[src/rtl/wb_arbiter2_if.sv]
// rtl/wb_arbiter2_if.sv - Wishbone link bundle between one bus master and one bus slave
// Master -> slave : cyc, stb, we, adr[31:0], sel[3:0], dat_w[31:0]
// Slave -> master : dat_r[31:0], ack, err
// modport master  : the side that issues cycles
// modport slave   : the side that answers cycles
interface wb_arbiter2_if;
  logic        cyc;
  logic        stb;
  logic        we;
  logic [31:0] adr;
  logic [3:0]  sel;
  logic [31:0] dat_w;
  logic [31:0] dat_r;
  logic        ack;
  logic        err;

  modport master (output cyc, stb, we, adr, sel, dat_w, input dat_r, ack, err);
  modport slave  (input cyc, stb, we, adr, sel, dat_w, output dat_r, ack, err);
endinterface

[src/rtl/wb_arbiter2.sv]
// rtl/wb_arbiter2.sv - two-master round-robin Wishbone arbiter with stall timeout
// clk_i, rst_i : clock, synchronous active-high reset
// m0_bus       : master 0 (instruction bus), slave side of the link
// m1_bus       : master 1 (data bus), slave side of the link
// dn_bus       : downstream Wishbone port, master side of the link (err unused)
// gnt_o        : one-hot registered grant, 2'b00 when idle
// timeout_o    : one-cycle pulse alongside any master err
module wb_arbiter2 #(
  parameter int unsigned TIMEOUT = 255
) (
  input  logic          clk_i,
  input  logic          rst_i,
  wb_arbiter2_if.slave  m0_bus,
  wb_arbiter2_if.slave  m1_bus,
  wb_arbiter2_if.master dn_bus,
  output logic [1:0]    gnt_o,
  output logic          timeout_o
);

  localparam logic [15:0] STALL_LAST = 16'(TIMEOUT - 1);

  typedef enum logic [1:0] {
    IDLE = 2'd0,
    GNT0 = 2'd1,
    GNT1 = 2'd2
  } state_t;

  state_t      state_q, state_d;
  logic        lw_q, lw_d;        // last winner: 0 = m0, 1 = m1
  logic [15:0] stall_q, stall_d;
  logic        kill_q, kill_d;    // suppresses stb for the cycle after a timeout

  logic g0, g1, stb_w, hit;
  logic unused_dn_err;

  assign g0 = (state_q == GNT0);
  assign g1 = (state_q == GNT1);

  // Downstream port follows the granted master; everything is zero in IDLE.
  assign dn_bus.cyc   = (g0 & m0_bus.cyc) | (g1 & m1_bus.cyc);
  assign stb_w        = ((g0 & m0_bus.cyc & m0_bus.stb) |
                         (g1 & m1_bus.cyc & m1_bus.stb)) & ~kill_q;
  assign dn_bus.stb   = stb_w;
  assign dn_bus.we    = (g0 & m0_bus.we) | (g1 & m1_bus.we);
  assign dn_bus.adr   = ({32{g0}} & m0_bus.adr)   | ({32{g1}} & m1_bus.adr);
  assign dn_bus.sel   = ({4{g0}}  & m0_bus.sel)   | ({4{g1}}  & m1_bus.sel);
  assign dn_bus.dat_w = ({32{g0}} & m0_bus.dat_w) | ({32{g1}} & m1_bus.dat_w);

  // Timeout fires on the last allowed stall cycle; an ack in that cycle wins.
  assign hit = stb_w & ~dn_bus.ack & (stall_q == STALL_LAST);

  assign m0_bus.dat_r = dn_bus.dat_r;
  assign m1_bus.dat_r = dn_bus.dat_r;
  assign m0_bus.ack   = g0 & dn_bus.ack;
  assign m1_bus.ack   = g1 & dn_bus.ack;
  assign m0_bus.err   = g0 & hit;
  assign m1_bus.err   = g1 & hit;
  assign timeout_o    = hit;
  assign gnt_o        = {g1, g0};

  assign unused_dn_err = dn_bus.err;

  always_comb begin
    state_d = state_q;
    lw_d    = lw_q;
    case (state_q)
      IDLE: begin
        if (m0_bus.cyc && m1_bus.cyc) begin
          state_d = lw_q ? GNT0 : GNT1;
        end else if (m0_bus.cyc) begin
          state_d = GNT0;
        end else if (m1_bus.cyc) begin
          state_d = GNT1;
        end
      end
      GNT0: begin
        if (!m0_bus.cyc) begin
          state_d = IDLE;
          lw_d    = 1'b0;
        end
      end
      GNT1: begin
        if (!m1_bus.cyc) begin
          state_d = IDLE;
          lw_d    = 1'b1;
        end
      end
      default: state_d = IDLE;
    endcase
  end

  // stb_w is already 0 in IDLE, so the counter clears there too.
  always_comb begin
    stall_d = stall_q + 16'd1;
    if (!stb_w || dn_bus.ack || hit) begin
      stall_d = 16'd0;
    end
    kill_d = hit;
  end

  always_ff @(posedge clk_i) begin
    if (rst_i) begin
      state_q <= IDLE;
      lw_q    <= 1'b1;
      stall_q <= 16'd0;
      kill_q  <= 1'b0;
    end else begin
      state_q <= state_d;
      lw_q    <= lw_d;
      stall_q <= stall_d;
      kill_q  <= kill_d;
    end
  end

endmodule

[src/flat_wrapper.sv]
// flat-port wrapper written by rule: the top's interface ports become plain ports
module wb_arbiter2_flat 
#(
  parameter int unsigned TIMEOUT = 255
)
  (clk_i, rst_i, gnt_o, timeout_o, m0_bus_cyc, m0_bus_stb, m0_bus_we, m0_bus_adr, m0_bus_sel, m0_bus_dat_w, m0_bus_dat_r, m0_bus_ack, m0_bus_err, m1_bus_cyc, m1_bus_stb, m1_bus_we, m1_bus_adr, m1_bus_sel, m1_bus_dat_w, m1_bus_dat_r, m1_bus_ack, m1_bus_err, dn_bus_cyc, dn_bus_stb, dn_bus_we, dn_bus_adr, dn_bus_sel, dn_bus_dat_w, dn_bus_dat_r, dn_bus_ack, dn_bus_err);
  wb_arbiter2_if m0_bus_i ();
  wb_arbiter2_if m1_bus_i ();
  wb_arbiter2_if dn_bus_i ();
  input  logic clk_i;
  input  logic rst_i;
  output logic [1:0] gnt_o;
  output logic timeout_o;
  input wire logic [$bits(m0_bus_i.cyc)-1:0] m0_bus_cyc;
  input wire logic [$bits(m0_bus_i.stb)-1:0] m0_bus_stb;
  input wire logic [$bits(m0_bus_i.we)-1:0] m0_bus_we;
  input wire logic [$bits(m0_bus_i.adr)-1:0] m0_bus_adr;
  input wire logic [$bits(m0_bus_i.sel)-1:0] m0_bus_sel;
  input wire logic [$bits(m0_bus_i.dat_w)-1:0] m0_bus_dat_w;
  output wire logic [$bits(m0_bus_i.dat_r)-1:0] m0_bus_dat_r;
  output wire logic [$bits(m0_bus_i.ack)-1:0] m0_bus_ack;
  output wire logic [$bits(m0_bus_i.err)-1:0] m0_bus_err;
  input wire logic [$bits(m1_bus_i.cyc)-1:0] m1_bus_cyc;
  input wire logic [$bits(m1_bus_i.stb)-1:0] m1_bus_stb;
  input wire logic [$bits(m1_bus_i.we)-1:0] m1_bus_we;
  input wire logic [$bits(m1_bus_i.adr)-1:0] m1_bus_adr;
  input wire logic [$bits(m1_bus_i.sel)-1:0] m1_bus_sel;
  input wire logic [$bits(m1_bus_i.dat_w)-1:0] m1_bus_dat_w;
  output wire logic [$bits(m1_bus_i.dat_r)-1:0] m1_bus_dat_r;
  output wire logic [$bits(m1_bus_i.ack)-1:0] m1_bus_ack;
  output wire logic [$bits(m1_bus_i.err)-1:0] m1_bus_err;
  output wire logic [$bits(dn_bus_i.cyc)-1:0] dn_bus_cyc;
  output wire logic [$bits(dn_bus_i.stb)-1:0] dn_bus_stb;
  output wire logic [$bits(dn_bus_i.we)-1:0] dn_bus_we;
  output wire logic [$bits(dn_bus_i.adr)-1:0] dn_bus_adr;
  output wire logic [$bits(dn_bus_i.sel)-1:0] dn_bus_sel;
  output wire logic [$bits(dn_bus_i.dat_w)-1:0] dn_bus_dat_w;
  input wire logic [$bits(dn_bus_i.dat_r)-1:0] dn_bus_dat_r;
  input wire logic [$bits(dn_bus_i.ack)-1:0] dn_bus_ack;
  input wire logic [$bits(dn_bus_i.err)-1:0] dn_bus_err;
  assign m0_bus_i.cyc = m0_bus_cyc;
  assign m0_bus_i.stb = m0_bus_stb;
  assign m0_bus_i.we = m0_bus_we;
  assign m0_bus_i.adr = m0_bus_adr;
  assign m0_bus_i.sel = m0_bus_sel;
  assign m0_bus_i.dat_w = m0_bus_dat_w;
  assign m0_bus_dat_r = m0_bus_i.dat_r;
  assign m0_bus_ack = m0_bus_i.ack;
  assign m0_bus_err = m0_bus_i.err;
  assign m1_bus_i.cyc = m1_bus_cyc;
  assign m1_bus_i.stb = m1_bus_stb;
  assign m1_bus_i.we = m1_bus_we;
  assign m1_bus_i.adr = m1_bus_adr;
  assign m1_bus_i.sel = m1_bus_sel;
  assign m1_bus_i.dat_w = m1_bus_dat_w;
  assign m1_bus_dat_r = m1_bus_i.dat_r;
  assign m1_bus_ack = m1_bus_i.ack;
  assign m1_bus_err = m1_bus_i.err;
  assign dn_bus_cyc = dn_bus_i.cyc;
  assign dn_bus_stb = dn_bus_i.stb;
  assign dn_bus_we = dn_bus_i.we;
  assign dn_bus_adr = dn_bus_i.adr;
  assign dn_bus_sel = dn_bus_i.sel;
  assign dn_bus_dat_w = dn_bus_i.dat_w;
  assign dn_bus_i.dat_r = dn_bus_dat_r;
  assign dn_bus_i.ack = dn_bus_ack;
  assign dn_bus_i.err = dn_bus_err;
  wb_arbiter2 #(.TIMEOUT(TIMEOUT)) u_core (.clk_i(clk_i), .rst_i(rst_i), .m0_bus(m0_bus_i), .m1_bus(m1_bus_i), .dn_bus(dn_bus_i), .gnt_o(gnt_o), .timeout_o(timeout_o));
endmodule
[config.mk]
export PLATFORM = sky130hd
export DESIGN_NAME = wb_arbiter2_flat
export DESIGN_NICKNAME = d
export VERILOG_FILES = /design/src/rtl/wb_arbiter2_if.sv /design/src/rtl/wb_arbiter2.sv /design/src/flat_wrapper.sv
export SDC_FILE = /design/constraint.sdc
export NUM_CORES = 1
export LEC_CHECK = 0
export BUFFER_PORTS_ARGS = -buffer_cell sky130_fd_sc_hd__clkbuf_2
export CELL_PAD_IN_SITES_DETAIL_PLACEMENT = 0
export CELL_PAD_IN_SITES_GLOBAL_PLACEMENT = 1
export CORE_AREA = 2 2 126 128
export DETAILED_ROUTE_END_ITERATION = 8
export DIE_AREA = 0 0 128 130
export GPL_ROUTABILITY_DRIVEN = 1
export PLACE_DENSITY = 0.66
export RECOVER_POWER = 50
export SYNTH_ARGS = -nofsm -noshare
export SYNTH_HDL_FRONTEND = slang
export SYNTH_SLANG_ARGS = --single-unit
[constraint.sdc]
create_clock -name clk_i -period 4.57 [get_ports clk_i]
set_input_delay 0.2285 -clock clk_i [delete_from_list [all_inputs] [get_ports clk_i]]
set_output_delay 0.2285 -clock clk_i [all_outputs]
set_load 0.005 [all_outputs]
* Word-level counts from Yosys, hierarchy flattened
Cells that the tools add are included.
** Storage, ports and cells
- Register bits :: 20
- Input port bits :: 178
- Output and inout port bits :: 142
- Logic and storage cells :: 57
** Operators by class
- Add/subtract/negate cells :: 1
- Equal/unequal tests :: 6
- Mux-type cells :: 10
- Bitwise gates (word level) :: 27
- Reduce and logical (&&, ||, !) cells :: 9
** Operators by type and width (number)
- AND 32 bit :: 4
- OR 32 bit :: 2
- adder 16 x 1 -> 16 bit (second input constant) :: 1
- == test 16 x 8 -> 1 bit (second input constant) :: 1
- AND 1 bit :: 13
- two-way mux 2 bit :: 6
- AND 4 bit :: 2
- one-hot mux 2 bit (3 select lines) :: 1
- AND reduction 3 bit :: 2
- inequality test 2 bit (second input constant) :: 2
- inequality test 4 x 3 -> 1 bit (second input constant) :: 1
- OR 4 bit :: 1
- OR 1 bit :: 3
- == test 2 x 1 -> 1 bit (second input constant) :: 1
- == test 2 bit (second input constant) :: 1
- zero test 2 bit :: 1
- logical OR 1 bit :: 2
- two-way mux 1 bit :: 2
- NOT 1 bit :: 2
- one-hot mux 1 bit (2 select lines) :: 1
- nonzero test 2 bit :: 1
- OR reduction 2 bit :: 1
- logical AND 1 bit :: 1
- zero test 1 bit :: 1

* Longest topological paths before layout
Gate-level depths: netlist of run 1.
- Depth after elaboration :: 9
- Mapped depth :: 8
- Depth with buffers taken out :: 6

* Worst setup path after synthesis of run 1
No wires, ideal clock.
- Kind :: flip-flop to flip-flop
- From :: reg u_core.stall_q[0]
- To :: reg u_core.stall_q[6]
- Setup time :: 0.062 ns
- Arrival time :: 1.723 ns
- Data required time :: 4.508 ns
- Setup slack :: 2.785 ns
- Stages on the path, launching flop included :: 9
- Buffers on the path :: 2
- Period minus slack after synthesis :: 1.785 ns
- Cell sequence :: dfxtp_1 > inv_1 > ha_1 > nor4b_1 > and4_4 > or4b_4 > buf_6 > buf_12 > nor2_4
** On the way
- Longest elaborated chain between the ends :: 4
- Elaborated cells between the ends (all ways) :: 5
- Those cells by class :: 1 x add/sub; 1 x eq/ne; 1 x bitwise; 2 x reduce/logical
** RTL lines
- start: declaration :: RTL line wb_arbiter2.sv:30 : logic [15:0] stall_q, stall_d;
- start signal: assignment :: RTL line wb_arbiter2.sv:110 : stall_q <= stall_d;
- parallel branches: the longest is 4 deep, another holds adder 16 x 1 -> 16 bit
Parallel ways; which one is timed is not known.
A chain may end at the register's enable or synchronous reset.

* Worst setup path after layout of run 1
- From :: reg u_core.state_q[1]
- To :: out dn_bus_dat_w[5]
** On the way
- Longest elaborated chain between the ends :: 3
- Elaborated cells between the ends (all ways) :: 5
- Those cells by class :: 2 x eq/ne; 3 x bitwise
** RTL lines
- start: declaration :: RTL line wb_arbiter2.sv:28 : state_t state_q, state_d;
- start signal: assignment :: RTL line wb_arbiter2.sv:108 : state_q <= state_d;
- == test 2 x 1 -> 1 bit / == test 2 bit (equally long branches) :: RTL line wb_arbiter2.sv:36, wb_arbiter2.sv:37
- AND 32 bit :: RTL line wb_arbiter2.sv:47 : assign dn_bus.dat_w = ({32{g0}} & m0_bus.dat_w) | ({32{g1}} & m1_bus.dat_w);
- OR 32 bit (*) :: RTL line wb_arbiter2.sv:47
- end: declaration :: RTL line flat_wrapper.sv:37 : output wire logic [$bits(dn_bus_i.dat_w)-1:0] dn_bus_dat_w;
Mark *: on every way between the ends. The rest lies on a longest branch, timed or not.

==> results of run 1 <==
[synthesized netlist by cell type, types with 3 or more instances]
library cell / count / share of area [%]
xor2_1: 9 / 3.5
inv_1: 4 / 0.67
nand4_1: 8 / 2.2
clkbuf_1: 16 / 2.7
xnor2_1: 5 / 2.0
nor2_1: 14 / 2.4
nand3_1: 4 / 0.90
nor2_4: 8 / 4.0
a22o_1: 69 / 27
dfxtp_1: 20 / 18
and2_1: 4 / 1.1
buf_4: 66 / 22
nor3_1: 3 / 0.67
nand2_1: 3 / 0.51
[metal layers]
| metal | track usage (%) | up-vias | share of wire (%) |
|---|---|---|---|
| met4 | 2.133 | 0 | 0.82 |
| li1 | - | 1190 | - |
| met1 | 14.00 | 1115 | 41 |
| met5 | 0 | - | 0 |
| met3 | 2.665 | 9 | 9.0 |
| met2 | 17.52 | 151 | 49 |
[report_power, final]
part | switching [mW] | leakage (nW) | internal, mW
combinational | 0.0955 | 1.37 | 0.111
sequential | 0.00404 | 0.162 | 0.177
clock | 0.0647 | 0.0442 | 0.133
[critical path, cell delays in order, from the launching register on]
cell,delay (ns)
dfxtp_1,0.51
inv_1,0.17
nor2_4,0.13
buf_4,0.55
a22o_1,0.32
clkbuf_2,0.14
[cells by family (layout without fill, tap and decap cells)]
| group | count (synthesis) | count (layout) | synth area share, % |
|---|---|---|---|
| XOR/XNOR | 14 | 14 | 5.506 |
| AND/OR/NAND/NOR | 64 | 64 | 19.04 |
| flip-flops | 20 | 20 | 17.98 |
| AO/OA/AOI/OAI | 74 | 74 | 28.60 |
| buffers and inverters | 90 | 232 | 27.75 |
| adder cells (fa/ha/maj) | 2 | 2 | 1.123 |
[placed cells by master, fill, tap and decap left out, types with 3 or more instances in the layout]
cell,Yosys,routed
nand2_1,3,3
xor2_1,9,9
nor2_1,14,13
and2_1,4,4
nor3_1,3,3
nand3_1,4,4
nand4_1,8,8
xnor2_1,5,5
clkbuf_16,0,3
inv_1,4,4
a22o_1,69,69
nor2_4,8,9
clkbuf_2,0,220
dfxtp_1,20,20
[through the flow]
| stage | hold slack [ns] | cell area [µm²] | cells |
|---|---|---|---|
| finish | 0.2052 | 3088 | 598 |
| global route | 0.2065 | 3088 | 598 |
| CTS | 0.2134 | 3094 | 598 |
| global placement | 0.4571 | 3005 | 594 |
| floorplan | 0.3009 | 2227 | 264 |
| detailed placement | 0.4571 | 3005 | 594 |
[worst max-delay path by stage]
stage / start / to / slack [ns] / depth (start not counted)
finish: u_core.state_q[1] / dn_bus_dat_w[5] / 2.22 / 5
global route: u_core.state_q[1] / dn_bus_dat_w[5] / 2.06 / 5
CTS: u_core.state_q[1] / dn_bus_dat_w[5] / 2.19 / 5
detailed placement: u_core.state_q[1] / dn_bus_dat_w[5] / 2.48 / 5
global placement: u_core.state_q[1] / dn_bus_dat_w[5] / 2.53 / 5
floorplan: u_core.stall_q[0] / u_core.stall_q[6] / 2.79 / 8
[final cells by class]
class | instances | share of cell area [%]
clock buffer | 4 | 2.877
inverter | 4 | 0.4862
multi-input combinational | 154 | 39.51
sequential | 20 | 12.97
tap | 192 | 7.780
timing repair buffer | 224 | 36.39
[state kept, by name (all words and copies together), names as in the netlist]
register and cells:
u_core.lw_q 1, u_core.stall_q 16, u_core.state_q 2, u_core.kill_q 1
==> impl_metrics.csv, run 1 <==
group,metric,value,unit
status,outcome,"completed",
route,ant_nets,0,
clocking,cts_hold_buf,0,
setup_path,crit_type,"reg -> out",
clocking,clockBufferDepth,2,
clocking,ctsHtreeMaxLevel,1,
setup_path,arrival,2.12,ns
sta,tightest_slew,1.070,ns
logic_synthesis,synthesis.nets,444,
route,drt_iter0_markers,131,
sta,maxSlewViolCount,0,
setup_path,critical_path.reg2reg.endpoint,"u_core.stall_q[13]",
die,core,15420,µm²
setup_path,rrSetupSlack,2.34,ns
setup_path,worstPathRequired,4.34,ns
clocking,postCtsSetupRepairBufs,0,
sta,min_period,2.349,ns
sta,period_share,51.39,%
grt,grt_max_degree,72,
clocking,cts_tree,"done",
die,num_rows,46,
route,vias_per_cell,4.122,
job,maxCapViolCount,0,
die,die_h,130,µm
sta,hold_viol_final,0,
sta,setup_ws,2.221,ns
logic_synthesis,synth_seq_area_share,17.98,%
final_layout,area_delta_synth_final,38.65,%
final_layout,utilization,20.02,%
place,detailedPlace.worstSlack,2.475,ns
clocking,cts_root_buf,"clkbuf_16",
clocking,clk_latency,0.25,ns
route,post_drt_wl_per_cell,16.28,µm
die,start_util,14.44,%
final_layout,drive_above_1_share,59.11,%
grt,gr-total-overflow,0,
grt,antenna_found_initial,0,
grt,grt_pass1_wl,13320,µm
logic_synthesis,synth_edf_count,0,
place,gp_congestion,0.7915,
sta,fin_skew,0.003745,ns
hold_path,hold_class,"in -> reg",
route,via_count,2465,
hold_path,hold_path_startpoint,"rst_i",
clocking,cts-buffers-inserted,3,
setup_path,rr_worst_depth,6,
setup_path,r2r_start,"u_core.stall_q[0]",
logic_synthesis,ys_seq_elements,20,
logic_synthesis,ys_types,36,
clocking,cts_resized,0,
logic_synthesis,syn-instance-count,264,
sta,fmax,0.4258,GHz
grt,grtUsageTotal,10.57,%
die,die_x,128,µm
final_layout,insertedDiodeCount,0,
place,dp_hpwl,8330,µm
power,p_leak,1.577,nW
place,port_buffers,222,
route,first_pass_iters,4,
final_layout,nets,587,
grt,first_global_vias,2235,
logic_synthesis,netlist_area,2227,µm²
setup_path,endpoint_kind,"output port",
sta,setup_violations,0,
die,ioPinCount,320,
power,power,0.5851,mW
final_layout,seq_area,400.4,µm²
power,power_density,189.5,nW/µm²
sta,setup_tns,0,ns
power,vdd_drop_max,0.1015,mV
final_layout,multi_input_area,1220,µm²
sta,relSlewSlack,28.64,%
die,die_area,16640,µm²
logic_synthesis,synth.avg_cell_area,8.436,µm²
final_layout,fill_cells,1747,
clocking,cts.sinks,20,
route,totalWireLength,9735,µm
route,drc_errors,0,
setup_path,startpoint_type,"flip-flop",
sta,rsz0062_at_grt,"no",
logic_synthesis,yosys_warnings,0,
hold_path,holdPathEnd,"u_core.kill_q",
logic_synthesis,async_reset_ff_share,0,%
clocking,clk_pin_slew,0.05,ns
setup_path,path_max_fanout,71,
hold_path,holdPathStages,2,
logic_synthesis,synth_flop_cell,"dfxtp_1",
Power figures use the tool's default switching activity.
==> run 2, diff against run 1 <==
CORE_AREA = 2 2 125 127   (was 2 2 126 128)
DIE_AREA = 0 0 127 129   (was 0 0 128 130)
PLACE_DENSITY = 0.7   (was 0.66)
clock period = 1.9 ns   (was 4.57 ns; I/O delays follow)
==> run 2 against run 1 <==
Against the previous run:
- the flow now finishes with violations (DRC)
- largest cell class unchanged
- global-route usage up 0.21 points
- utilization up 1.2 points
- sequential power up 140%
- sequential share of layout area up 0.12 points
- critical endpoint is now m1_bus_err
==> impl_metrics.csv, run 2 (synthesis results as in run 1) <==
group,metric,value,unit
status,outcome,"finished with violations",
status,violations,"DRC",
sta,setup_tns,0,ns
clocking,clk_pin_slew,0.05,ns
sta,fmax,0.5618,GHz
setup_path,worstPathRequired,1.80,ns
place,place_area,3040,µm²
final_layout,largestRegisters,"u_core.stall_q: 16 flops, u_core.state_q: 2 flops",
power,intPower,0.9715,mW
final_layout,drive_above_1_share,61.03,%
place,port_buffers,222,
die,core,14980,µm²
route,drt_iter0_markers,78,
route,via_count,2490,
die,start_util,14.87,%
clocking,cts.sinks,20,
setup_path,rr_worst_depth,5,
setup_path,arrival,1.69,ns
grt,gr-total-overflow,0,
route,post_drt_wl_per_cell,16.62,µm
setup_path,crit_type,"reg -> out",
clocking,cts-buffers-inserted,3,
route,totalWireLength,9905,µm
grt,grt_pass1_wl,13660,µm
sta,setup_violations,0,
place,gp_congestion,0.8151,
setup_path,endpoint_kind,"output port",
route,drc_errors,1,
final_layout,utilization,21.19,%
die,ioPinCount,320,
hold_path,hold_class,"in -> reg",
final_layout,largest_reg_flops,16,
clocking,ctsHtreeMaxLevel,1,
sta,tightest_slew,0.3695,ns
sta,hold_slack,0.09966,ns
power,clkPwrFrac,31.0,%
route,vias_per_cell,4.178,
power,p_sw_share,27.94,%
sta,min_period,1.780,ns
final_layout,insertedDiodeCount,0,
die,die_area,16380,µm²
grt,grt_max_degree,72,
sta,hold_viol_final,0,
die,die_h,129,µm
grt,first_global_vias,2356,
job,maxCapViolCount,0,
power,power_density,424.7,nW/µm²
final_layout,nets,590,
power,vdd_drop_max,0.2213,mV
power,p_leak,1.577,nW
place,dp_hpwl,8565,µm
die,num_rows,45,
clocking,cts_tree,"done",
power,p_comb_share,36.9,%
clocking,clockBufferDepth,2,
route,first_pass_iters,6,
clocking,cts_root_buf,"clkbuf_16",
power,power,1.348,mW
sta,relSlewSlack,75.14,%
die,die_x,127,µm
power,p_switching,0.3767,mW
final_layout,top_register,"u_core.stall_q",
power,power.sequential.fraction,32.1,%
sta,period_share,93.69,%
sta,fin_skew,0.0006816,ns
final_layout,area_delta_synth_final,42.53,%
final_layout,stdcell_area,3174,µm²
setup_path,path_max_fanout,7,
setup_path,startpoint_type,"flip-flop",
grt,grtUsageTotal,10.78,%
grt,antenna_found_initial,0,
clocking,cts_hold_buf,0,
sta,maxSlewViolCount,0,
clocking,clk_latency,0.25,ns
final_layout,final_cell_mix,"clkbuf_2, a22o_1, nor2_1, dfxtp_1",
final_layout,layout_commonest_cell,"clkbuf_2",
hold_path,holdPathStages,2,
route,ant_nets,0,
run 2: changes by cell type in the layout (fill, tap and decap cells not counted), moves of 2 or more:
cell,before,now
buf_12,0,2
clkbuf_2,220,212
dfxtp_1,20,12
clkbuf_1,2,9
dfxtp_4,0,2
dfxtp_2,0,6
run 2: power groups by stage:
stage | clock, mW | sequential (mW) | combinational (mW)
after floorplan | 0 | 0.436 | 0.306
after global placement | 0 | 0.443 | 0.502
final | 0.418 | 0.433 | 0.497
after global routing | 0.455 | 0.433 | 0.537
after CTS | 0.432 | 0.435 | 0.506
after detailed placement | 0 | 0.443 | 0.502
run 2: layout make-up:
| class | count | area [µm²] |
|---|---|---|
| Inverter | 4 | 15.01 |
| Sequential cell | 20 | 415.4 |
| Multi-Input combinational cell | 154 | 1269 |
| Fill cell | 1679 | 11800 |
| Tap cell | 188 | 235.2 |
| Clock buffer | 3 | 75.07 |
| Timing Repair Buffer | 227 | 1165 |
run 2: worst max-delay path: stages, from the launching register on:
cell	delay [ns]
dfxtp_1	0.40
and4_4	0.30
and4_4	0.23
nand3b_1	0.15
nor3_2	0.21
buf_4	0.15
run 2: what timing repair did:
action | in CTS | in global routing
buffers inserted | 1 | 0
pin swaps | 0 | 5
endpoints found under the setup margin | 5 | 4
resized for setup | 5 | 16
run 2: stage by stage:
| step | std cells | worst slack, ns |
|---|---|---|
| finish | 596 | 0.1199 |
| global route | 596 | -0.0006830 |
| CTS | 596 | 0.04418 |
| detailed placement | 592 | 0.1313 |
| global placement | 592 | 0.1733 |
| floorplan | 264 | 0.1154 |
run 2: worst paths after layout:
check / startpoint / endpoint / slack [ns]
worst max-delay path: u_core.stall_q[4] / m1_bus_err / 0.12
worst min-delay path: rst_i / u_core.state_q[1] / 0.1
worst max register to register: u_core.stall_q[1] / u_core.stall_q[3] / 0.18
worst min register to register: u_core.state_q[1] / u_core.state_q[0] / 0.52
run 2: routing by layer:
layer | share of wire, % | vias to the layer above | global-route usage (%)
met5 | 0 | - | 0
met4 | 0.71 | 0 | 1.487
met3 | 7.6 | 4 | 2.744
met2 | 50 | 129 | 18.34
met1 | 41 | 1163 | 14.15
li1 | - | 1194 | -
==> run 3, diff against run 2 <==
CORE_AREA = 4 4 123 125   (was 2 2 125 127)
CTS_BUF_LIST = sky130_fd_sc_hd__clkbuf_8   (was not set)
GPL_TIMING_DRIVEN = 1   (was not set)
PLACE_DENSITY = 0.74   (was 0.7)
==> run 3 against run 2 <==
Against the previous run:
- the flow now finishes without violations
- critical path depth grew 2
- wire length rose by 2.1%
- clock skew is 0.0068 ns higher
- total power up 0.22%
- clock-buffer cell count is the same
- design area is 0.39% higher
- non-clock buffer count up 4
- die area stayed put
- register-to-register slack worse by 0.02 ns
==> impl_metrics.csv, run 3 (synthesis results as in run 1) <==
group,metric,value,unit
status,outcome,"completed",
sta,setup_ws,0.01610,ns
setup_path,crit_type,"reg -> out",
die,num_rows,43,
power,power_density,424.0,nW/µm²
setup_path,worstPathRequired,1.80,ns
final_layout,largest_reg_flops,16,
grt,use_met2,17.68,%
clocking,cts-buffers-inserted,3,
hold_path,hold_path_startpoint,"rst_i",
final_layout,drive_above_1_share,63.44,%
die,die_h,129,µm
final_layout,top_register,"u_core.stall_q",
final_layout,final_cell_mix,"clkbuf_2, a22o_1, nor2_1, dfxtp_1",
clocking,clk_pin_slew,0.07,ns
setup_path,rr_worst_depth,6,
sta,maxSlewViolCount,0,
die,ioPinCount,320,
die,die_x,127,µm
grt,gr-total-overflow,0,
setup_path,crit_slowest_cell,"dfxtp_2",
sta,fmax,0.5308,GHz
route,drc_errors,0,
power,p_switching,0.3674,mW
clocking,ctsHtreeMaxLevel,1,
sta,setup_violations,0,
grt,grtUsageTotal,10.62,%
place,detailedPlace.worstSlack,-0.01844,ns
route,vias_per_cell,4.295,
hold_path,hold_class,"in -> reg",
die,start_util,16.04,%
grt,antenna_found_initial,5,
grt,grtUsageMet1,12.13,%
power,p_comb_share,37.4,%
sta,rsz0062_at_grt,"yes",
setup_path,rrSetupSlack,0.16,ns
power,vdd_drop_max,0.2527,mV
setup_path,cpPeakStageDelay,0.32,ns
clocking,cts_tree,"done",
sta,relSlewSlack,74.71,%
final_layout,area_delta_synth_final,43.09,%
sta,setup_tns,0,ns
grt,grt_use_met3,5.812,%
route,totalWireLength,10120,µm
job,maxCapViolCount,0,
grt,grt_pass1_wl,13810,µm
clocking,clockBufferDepth,2,
setup_path,arrival,1.79,ns
setup_path,endpoint_kind,"output port",
hold_path,holdPathStages,2,
place,gp_congestion,0.8524,
place,dp_hpwl,8727,µm
hold_path,holdPathEnd,"u_core.kill_q",
grt,gr-max-usage-layer,"met2",
sta,fin_skew,0.007468,ns
clocking,clk_latency,0.26,ns
route,drt_iter0_markers,118,
power,clkPwrFrac,30.7,%
power,power,1.351,mW
final_layout,nets,594,
power,intPower,0.9837,mW
clocking,cts_root_buf,"clkbuf_8",
grt,first_global_vias,2513,
place,port_buffers,222,
setup_path,path_max_fanout,4,
final_layout,insertedDiodeCount,0,
die,core,13880,µm²
setup_path,path_cells,"inv_2 -> ha_4 -> nor4b_4 -> and4_4 -> nand3b_1 -> nor3b_2 -> buf_2",
sta,period_share,99.15,%
setup_path,critical_path.reg2reg.endpoint,"u_core.stall_q[13]",
power,power.sequential.fraction,32.0,%
power,p_leak,1.630,nW
setup_path,startpoint_type,"flip-flop",
clocking,cts.sinks,20,
die,die_area,16380,µm²
route,first_pass_iters,4,
clocking,postCtsSetupRepairBufs,0,
grt,grt_max_degree,72,
final_layout,layout_commonest_cell,"clkbuf_2",
route,ant_nets,0,
final_layout,largestRegisters,"u_core.stall_q: 16 flops, u_core.state_q: 2 flops",
route,via_count,2547,
sta,hold_viol_final,0,
sta,tightest_slew,0.3759,ns
power,p_sw_share,27.19,%
setup_path,r2r_start,"u_core.stall_q[0]",
route,post_drt_wl_per_cell,17.06,µm
sta,min_period,1.884,ns
-- run 3: cell types whose count changed in the layout (fill, tap and decap cells not counted), moves of 2 or more --
cell       change
buf_4          +4
clkbuf_1       -9
dfxtp_4        -2
clkbuf_2       +9
clkbuf_16      -3
clkbuf_8       +3
-- run 3: repair_timing --
item,4_1_cts,5_1_grt
resized for setup,3,12
setup endpoints to repair,4,2
pin swaps,1,4
hold buffers,0,0
endpoints found under the hold margin,0,0
-- run 3: worst max path at each step --
stage,to,startpoint,slack [ns],cells after the start
floorplan,u_core.stall_q[6],u_core.stall_q[0],0.12,8
detailed placement,m0_bus_err,u_core.stall_q[0],-0.02,7
global placement,m0_bus_err,u_core.stall_q[0],0.04,7
CTS,m0_bus_err,u_core.stall_q[0],-0.04,7
global route,m0_bus_err,u_core.stall_q[0],-0.11,7
finish,m0_bus_err,u_core.stall_q[0],0.02,7
-- run 3: critical path, delay by kind of cell, from the launching register on --
kind	cells	cell delay (ns)
simple gates	4	0.89
buf+inv	2	0.21
flops	1	0.32
fa+ha+maj	1	0.12
-- run 3: cell type report --
class | instances | area [µm²]
Inverter | 4 | 15.01
Clock buffer | 3 | 41.29
Fill cell | 1568 | 10690
Sequential cell | 20 | 409.1
Clock inverter | 1 | 30.03
Tap cell | 180 | 225.2
Multi-Input combinational cell | 154 | 1262
Timing Repair Buffer | 231 | 1204
-- run 3: power groups by stage --
| stage | clock network, mW | logic, mW | registers, mW |
|---|---|---|---|
| final | 0.414 | 0.505 | 0.432 |
| after global routing | 0.439 | 0.552 | 0.432 |
| after CTS | 0.426 | 0.513 | 0.431 |
| after detailed placement | 0 | 0.509 | 0.441 |
| after global placement | 0 | 0.505 | 0.440 |
| after floorplan | 0 | 0.306 | 0.436 |
-- run 3: per-layer routing --
metal	up-vias	share of wire, %
met3	33	14
met4	10	1.4
met2	147	48
li1	1204	-
met5	-	0.55
met1	1153	37
-- run 3: stage by stage --
stage	hold WS (ns)	area, µm²	cells	utilization, %
after global routing	0.1006	3187	593	22.96
after floorplan	0.1674	2227	264	-
after CTS	0.07644	3152	593	22.71
after global placement	0.1901	3068	589	22.10
final	0.08117	3187	593	22.96
after detailed placement	0.1901	3068	589	22.10
